## src/rtl/unidade_controle_pkg.sv

```systemverilog
// Shared definitions for the instruction sequencer: opcodes, controller states
// and instruction field positions.
package processador_pkg;

  localparam logic [3:0] OP_0   = 4'd0;
  localparam logic [3:0] OP_1   = 4'd1;
  localparam logic [3:0] OP_2   = 4'd2;
  localparam logic [3:0] OP_3   = 4'd3;
  localparam logic [3:0] OP_4   = 4'd4;
  localparam logic [3:0] OP_5   = 4'd5;
  localparam logic [3:0] OP_IMM = 4'd6;

  localparam int unsigned OPC_MSB = 15;
  localparam int unsigned OPC_LSB = 12;
  localparam int unsigned RC_MSB  = 11;
  localparam int unsigned RC_LSB  = 8;
  localparam int unsigned RA_MSB  = 7;
  localparam int unsigned RA_LSB  = 4;
  localparam int unsigned RB_MSB  = 3;
  localparam int unsigned RB_LSB  = 0;

  typedef enum logic [2:0] {
    ST_IDLE,
    ST_DECODE,
    ST_READ,
    ST_EXEC,
    ST_WRITE
  } ctrl_state_t;

endpackage

```

## src/rtl/unidade_controle_if.sv

```systemverilog
// Handshake, register-bank and ALU signals between the sequencer and datapath.
interface unidade_controle_if #(
  parameter int unsigned DATA_W = 16,
  parameter int unsigned ADDR_W = 5
);
  logic              instr_valid;
  logic [15:0]       instr;
  logic              instr_ready;
  logic [DATA_W-1:0] alu_result;
  logic [ADDR_W-1:0] reg_a;
  logic [ADDR_W-1:0] reg_b;
  logic [ADDR_W-1:0] reg_c;
  logic              reg_rw;
  logic [DATA_W-1:0] reg_dado;
  logic [4:0]        alu_codop;
  logic [DATA_W-1:0] alu_imm;
  logic              alu_sel_imm;
  logic              busy;
  logic              done;
  logic              err;

  modport master (
    input  instr_valid, instr, alu_result,
    output instr_ready, reg_a, reg_b, reg_c, reg_rw, reg_dado,
           alu_codop, alu_imm, alu_sel_imm, busy, done, err
  );

  modport slave (
    output instr_valid, instr, alu_result,
    input  instr_ready, reg_a, reg_b, reg_c, reg_rw, reg_dado,
           alu_codop, alu_imm, alu_sel_imm, busy, done, err
  );
endinterface

```

## src/rtl/unidade_controle_decodificador.sv

```systemverilog
// Combinational instruction decoder. UNIDADE_CONTROLE_IMM_EN enables opcode 6
// as the immediate instruction; otherwise opcode 6 is illegal.
module decodificador_instr
  import processador_pkg::*;
#(
  parameter int unsigned DATA_W = 16,
  parameter int unsigned ADDR_W = 5
) (
  input  logic [15:0]       i_instr,
  output logic [ADDR_W-1:0] o_reg_a,
  output logic [ADDR_W-1:0] o_reg_b,
  output logic [ADDR_W-1:0] o_reg_c,
  output logic [4:0]        o_codop,
  output logic [DATA_W-1:0] o_imm,
  output logic              o_is_imm,
  output logic              o_illegal
);
  logic [3:0] w_opc;
  logic [3:0] w_ra;

  assign w_opc = i_instr[OPC_MSB:OPC_LSB];
  assign w_ra  = i_instr[RA_MSB:RA_LSB];

  always_comb begin
    o_reg_c = ADDR_W'(i_instr[RC_MSB:RC_LSB]);
    o_reg_b = ADDR_W'(i_instr[RB_MSB:RB_LSB]);
    o_codop = 5'(w_opc);
`ifdef UNIDADE_CONTROLE_IMM_EN
    o_is_imm  = (w_opc == OP_IMM);
    o_illegal = (w_opc > OP_5) && !o_is_imm;
    // Immediate form reuses the ra field as imm4, so bank port A is parked at 0
    o_reg_a   = o_is_imm ? '0 : ADDR_W'(w_ra);
    o_imm     = o_is_imm ? DATA_W'(w_ra) : '0;
`else
    o_is_imm  = 1'b0;
    o_illegal = (w_opc > OP_5);
    o_reg_a   = ADDR_W'(w_ra);
    o_imm     = '0;
`endif
  end
endmodule

```

## src/rtl/unidade_controle.sv

```systemverilog
// Multi-cycle sequencer: IDLE -> DECODE -> READ -> EXEC -> WRITE, one instruction
// at a time. UNIDADE_CONTROLE_IMM_EN (see decoder) enables the immediate opcode.
module unidade_controle
  import processador_pkg::*;
#(
  parameter int unsigned DATA_W = 16,
  parameter int unsigned ADDR_W = 5
) (
  input logic              clk,
  input logic              rst,
  unidade_controle_if.master bus
);
  ctrl_state_t       r_state;
  ctrl_state_t       w_next;
  logic [15:0]       r_ir;
  logic              r_err;
  logic [DATA_W-1:0] r_dado;

  logic [ADDR_W-1:0] w_reg_a;
  logic [ADDR_W-1:0] w_reg_b;
  logic [ADDR_W-1:0] w_reg_c;
  logic [4:0]        w_codop;
  logic [DATA_W-1:0] w_imm;
  logic              w_is_imm;
  logic              w_illegal;

  // Decoded fields come straight from ir, so they hold until the next accept
  decodificador_instr #(
    .DATA_W(DATA_W),
    .ADDR_W(ADDR_W)
  ) u_dec (
    .i_instr  (r_ir),
    .o_reg_a  (w_reg_a),
    .o_reg_b  (w_reg_b),
    .o_reg_c  (w_reg_c),
    .o_codop  (w_codop),
    .o_imm    (w_imm),
    .o_is_imm (w_is_imm),
    .o_illegal(w_illegal)
  );

  always_ff @(posedge clk) begin
    if (rst) begin
      r_state <= ST_IDLE;
      r_ir    <= '0;
      r_err   <= 1'b0;
      r_dado  <= '0;
    end else begin
      r_state <= w_next;
      r_err   <= (r_state == ST_DECODE) && w_illegal;
      if ((r_state == ST_IDLE) && bus.instr_valid) r_ir <= bus.instr;
      if (r_state == ST_WRITE) r_dado <= bus.alu_result;
    end
  end

  always_comb begin
    w_next          = r_state;
    bus.instr_ready = 1'b0;
    bus.busy        = 1'b1;
    bus.reg_rw      = 1'b0;
    bus.done        = 1'b0;
    bus.reg_dado    = r_dado;
    case (r_state)
      ST_IDLE: begin
        bus.instr_ready = 1'b1;
        bus.busy        = 1'b0;
        if (bus.instr_valid) w_next = ST_DECODE;
      end
      ST_DECODE: w_next = w_illegal ? ST_IDLE : ST_READ;
      ST_READ:   w_next = ST_EXEC;
      ST_EXEC:   w_next = ST_WRITE;
      ST_WRITE: begin
        bus.reg_rw   = 1'b1;
        bus.done     = 1'b1;
        bus.reg_dado = bus.alu_result;
        w_next       = ST_IDLE;
      end
      default:   w_next = ST_IDLE;
    endcase
  end

  assign bus.err         = r_err;
  assign bus.reg_a       = w_reg_a;
  assign bus.reg_b       = w_reg_b;
  assign bus.reg_c       = w_reg_c;
  assign bus.alu_codop   = w_codop;
  assign bus.alu_imm     = w_imm;
  assign bus.alu_sel_imm = w_is_imm;
endmodule

```

## src/flat_wrapper.sv

```systemverilog
// flat-port wrapper written by rule: the top's interface ports become plain ports
module unidade_controle_flat import processador_pkg::*;
#(
  parameter int unsigned DATA_W = 16,
  parameter int unsigned ADDR_W = 5
)
  (clk, rst, bus_instr_valid, bus_instr, bus_alu_result, bus_instr_ready, bus_reg_a, bus_reg_b, bus_reg_c, bus_reg_rw, bus_reg_dado, bus_alu_codop, bus_alu_imm, bus_alu_sel_imm, bus_busy, bus_done, bus_err);
  unidade_controle_if #(.DATA_W(DATA_W), .ADDR_W(ADDR_W)) bus_i ();
  input logic clk;
  input logic rst;
  input wire logic [$bits(bus_i.instr_valid)-1:0] bus_instr_valid;
  input wire logic [$bits(bus_i.instr)-1:0] bus_instr;
  input wire logic [$bits(bus_i.alu_result)-1:0] bus_alu_result;
  output wire logic [$bits(bus_i.instr_ready)-1:0] bus_instr_ready;
  output wire logic [$bits(bus_i.reg_a)-1:0] bus_reg_a;
  output wire logic [$bits(bus_i.reg_b)-1:0] bus_reg_b;
  output wire logic [$bits(bus_i.reg_c)-1:0] bus_reg_c;
  output wire logic [$bits(bus_i.reg_rw)-1:0] bus_reg_rw;
  output wire logic [$bits(bus_i.reg_dado)-1:0] bus_reg_dado;
  output wire logic [$bits(bus_i.alu_codop)-1:0] bus_alu_codop;
  output wire logic [$bits(bus_i.alu_imm)-1:0] bus_alu_imm;
  output wire logic [$bits(bus_i.alu_sel_imm)-1:0] bus_alu_sel_imm;
  output wire logic [$bits(bus_i.busy)-1:0] bus_busy;
  output wire logic [$bits(bus_i.done)-1:0] bus_done;
  output wire logic [$bits(bus_i.err)-1:0] bus_err;
  assign bus_i.instr_valid = bus_instr_valid;
  assign bus_i.instr = bus_instr;
  assign bus_i.alu_result = bus_alu_result;
  assign bus_instr_ready = bus_i.instr_ready;
  assign bus_reg_a = bus_i.reg_a;
  assign bus_reg_b = bus_i.reg_b;
  assign bus_reg_c = bus_i.reg_c;
  assign bus_reg_rw = bus_i.reg_rw;
  assign bus_reg_dado = bus_i.reg_dado;
  assign bus_alu_codop = bus_i.alu_codop;
  assign bus_alu_imm = bus_i.alu_imm;
  assign bus_alu_sel_imm = bus_i.alu_sel_imm;
  assign bus_busy = bus_i.busy;
  assign bus_done = bus_i.done;
  assign bus_err = bus_i.err;
  unidade_controle #(.DATA_W(DATA_W), .ADDR_W(ADDR_W)) u_core (.clk(clk), .rst(rst), .bus(bus_i));
endmodule
```

## config.mk

```make
export PLATFORM = sky130hd
export DESIGN_NAME = unidade_controle_flat
export DESIGN_NICKNAME = d
export VERILOG_FILES = /design/src/rtl/unidade_controle_pkg.sv /design/src/rtl/unidade_controle_if.sv /design/src/rtl/unidade_controle_decodificador.sv /design/src/rtl/unidade_controle.sv /design/src/flat_wrapper.sv
export SDC_FILE = /design/constraint.sdc
export NUM_CORES = 1
export LEC_CHECK = 0
export ABC_AREA = 1
export BUFFER_PORTS_ARGS = -buffer_cell sky130_fd_sc_hd__buf_4
export CORE_MARGIN = 8
export CORE_UTILIZATION = 40
export CTS_BUF_LIST = sky130_fd_sc_hd__clkbuf_16
export CTS_CLUSTER_DIAMETER = 150
export DETAILED_ROUTE_END_ITERATION = 10
export PLACE_DENSITY_LB_ADDON = 0.3
export SYNTH_ARGS = -nofsm -noshare
export SYNTH_HDL_FRONTEND = slang
export SYNTH_HIERARCHICAL = 1
export SYNTH_SLANG_ARGS = --single-unit
```

## constraint.sdc

```tcl
create_clock -name clk -period 2.6 [get_ports clk]
set_input_delay 0.52 -clock clk [delete_from_list [all_inputs] [get_ports clk]]
set_output_delay 0.52 -clock clk [all_outputs]
set_load 0.02 [all_outputs]
```

==> summary.md <==
| Metric | Value |
|---|---|
| Period minus WS final | 2.16 ns |
| Worst EP required | between 2 and 2.5 ns |
| Area leader, netlist | dfxtp_1 |
| RSZ-0062 raised after global routing | no |
| Tot Pwr | 1.57 mW |
| Die area | 0.00781 mm² |
| Critical path peak fanout | 18 |
| Remaining routing DRC violations | 0 |
| Hold Fails Final Rpt | 0 |
| Max-cap violations | 0 |
| YS warnings | 6 |
| Post-cts sizing count | 0 |
| Root Buffer | clkbuf_16 |
| P_sw | about 480 µW |
| Crit path max-delay family | flip-flops |
| Max Fclk | 0.463 GHz |
| Synthesized area per cell | between 6 and 7 µm² |
| Post-CTS setup buffer count | 0 |
| Leakage | 1.60 nW |
| Worst Tran Pin Value | 0.675 ns |
| Num ports | 93 |
| Clock power frac | 34.7% |
| Row cnt | 26 |
| Worst min-delay path class | reg -> reg |
| # hold bufs at CTS | 0 |
| DP Wirelength | ~3.5 mm |
| Max-slew violation count | 0 |
| PortBufs | 71 |
| Combinational share of power | roughly a quarter |
| WL final | ~4.6 mm |
| TritonCTS clock tree | built |
| Slowest stage delay, CP | roughly 0.75 ns |
| Clock H-tree levels | 2 |
| Initial drt markers | 102 |
| Core Box Area | about 0.0051 mm² |
| Top cells by area, synth | dfxtp_1, inv_1, buf_4 |
| CP endpoint kind | primary output |
| Switching share of power | slightly above 30% |
| Final #Nets | 403 |
| Worst VDD drop | between 300 and 400 µV |
| Pint | 1.09 mW |
| Die height | between 80 and 90 µm |
| Vias | between 1500 and 2000 |
| Ant. Diodes | 0 |
| Slew HR | a little over half |
| Status | complete, no violations |
| PwrDens | between 600 and 700 mW/mm² |
| WP buf/inv | 2 |
| Critical path launch point type | flip-flop |
| Final setup fails | 0 |
| Synth top area share | between 30 and 40% |
| TNS Setup | 0 ns |
| Drt first pass iters | 4 |
| Ratio of cells with drive above 1 in the final layout | approximately 23% |
| Antenna viol nets, final | 0 |
| Synth Register Bits | 36 |
| Flop pwr share | roughly 40% |
| Fin crit share | 83.2% |
| CTS max path bufs | 2 |
| Syn Inst Count | 319 |
| Clock skew | just over 0.007 ns |
| Initial antenna violation count | 0 |
| Slowest CP cell | dfxtp_1 |
| Pin count of the biggest net entering global routing | 21 |
| Critical path data arrival time | 1.64 ns |
| CTS clk-pin slew, worst paths | 0.05 ns |
| Initial Util | roughly 41% |
| Clock Sinks | 36 |
| Wire per inst | between 10 and 15 µm |
| Area Growth Syn to Fin | 23.2% |
| TritonCTS buffer count | 5 |
| Routability Congestion | slightly above 0.7 |
| Crit path kind | reg -> out |
| Vias in the first global route | between 1500 and 2000 |
| GRT Total Usage | roughly an eighth |
| Worst path most repeated cell | nand2_1 |
| Sequential area share after synthesis | approximately 34% |
| Synthesized area | between 0.002 and 0.0025 mm² |
| Clk_lat worst skew | 0.27 ns |
| Count of different cell masters after synthesis | 20 |
| Die width | 88.4 µm |
| Total of fill cells in the finished design | around 540 |
| Total global routing overflow | 0 |
| Global-route wire length before repair | between 7 and 8 mm |
| Worst path cell trace | nand2_4 -> nand2_1 -> nand2_1 -> inv_1 -> buf_4 |
| Vias per inst | 4.14 |
[layer usage]
| metal | GRT usage [%] | wire length (µm) | share of wire, % | up-vias |
|---|---|---|---|---|
| li1 | - | - | - | 954 |
| met1 | 13.2 | 2040 | 45 | 788 |
| met2 | 19.2 | 2030 | 44 | 63 |
| met3 | 4.92 | 446 | 9.8 | 7 |
| met4 | 4.92 | 60 | 1.3 | 0 |
| met5 | 0 | 0 | 0 | - |
[synthesized netlist by cell type]
library cell	instances
buf_2	6
nand3_1	1
nand2_1	69
clkbuf_1	3
nand4_1	16
inv_2	1
clkinv_1	1
buf_4	41
conb_1	1
inv_1	85
nand3_4	1
nand2_4	1
nor2_8	1
o21ai_0	2
dfxtp_1	36
nor3_1	2
buf_6	1
buf_1	1
nand3b_1	16
nor2_1	34
[per-stage QoR]
step                instances  hold WS (ns)  util (%)  instance area (µm²)  setup slack, ns
detailed placement        431         0.504      48.3                 2450            0.706
global route              438         0.545      50.9                 2580            0.275
floorplan                 339         0.487         -                 2170            0.942
global placement          431         0.499      48.3                 2450            0.722
CTS                       438         0.515      50.9                 2580            0.411
finish                    438         0.510      50.9                 2580            0.438
[layout make-up]
class,count,area [µm²],area share (%)
multi-input cells,164,759,29.4
flip-flops and latches,36,721,27.9
repair buffers,74,556,21.5
inverters,87,327,12.6
clock buffers,5,125,4.84
well taps,70,87.6,3.39
clock inverters,2,7.51,0.291
[cell families (layout without fill, tap and decap cells)]
logic type | Yosys count | after routing | synth area share (%)
and+or+nand+nor | 141 | 141 | 32.0
buffers and inverters | 139 | 168 | 33.0
DFF | 36 | 36 | 34.4
AOI/OAI and AO/OA | 2 | 2 | 0.478
other | 1 | 21 | 0.179
[registers in the layout, summed over array words and instances (netlist names)]
signal	count
u_core/r_ir	16
u_core/bus.err	1
u_core/r_dado	16
u_core/r_state	3
[placed cells by master, fill, tap and decap left out]
| cell type | netlist | routed |
|---|---|---|
| inv_1 | 85 | 85 |
| nand3_4 | 1 | 1 |
| nand3_1 | 1 | 1 |
| clkinv_1 | 1 | 3 |
| nor2_1 | 34 | 34 |
| o21ai_0 | 2 | 2 |
| nand2_4 | 1 | 1 |
| conb_1 | 1 | 21 |
| nor2_8 | 1 | 1 |
| nand2_1 | 69 | 69 |
| inv_2 | 1 | 1 |
| dfxtp_1 | 36 | 36 |
| buf_4 | 41 | 74 |
| clkbuf_16 | 0 | 5 |
| nand4_1 | 16 | 16 |
| nand3b_1 | 16 | 16 |
| nor3_1 | 2 | 2 |
[power groups by stage]
stage          Sequential, mW  Combinational [mW]  Clock, mW
2_1_floorplan           0.627               0.336          0
3_5_place_dp            0.634               0.407          0
5_1_grt                 0.628               0.449      0.598
3_3_place_gp            0.634               0.403          0
4_1_cts                 0.623               0.408      0.569
6_report                0.623               0.403      0.546
[final timing paths]
kind	cells past startpoint	slack, ns	startpoint	endpoint
worst max-delay path	5	0.44	u_core/r_state[2]	bus_reg_dado[6]
worst min-delay path	4	0.51	u_core/r_ir[5]	u_core/r_ir[5]
worst max register to register	6	1.09	u_core/r_state[0]	u_core/r_ir[7]
worst min register to register	4	0.51	u_core/r_ir[5]	u_core/r_ir[5]
[worst register-to-register path, stage by stage (launching register included)]
cell and delay, ns:
dfxtp_1 0.38, nor2_8 0.28, buf_4 0.30, nand3_4 0.22
nand2_1 0.11, inv_1 0.04, nor2_1 0.11
No activity file was read; power rests on OpenSTA's default activity.
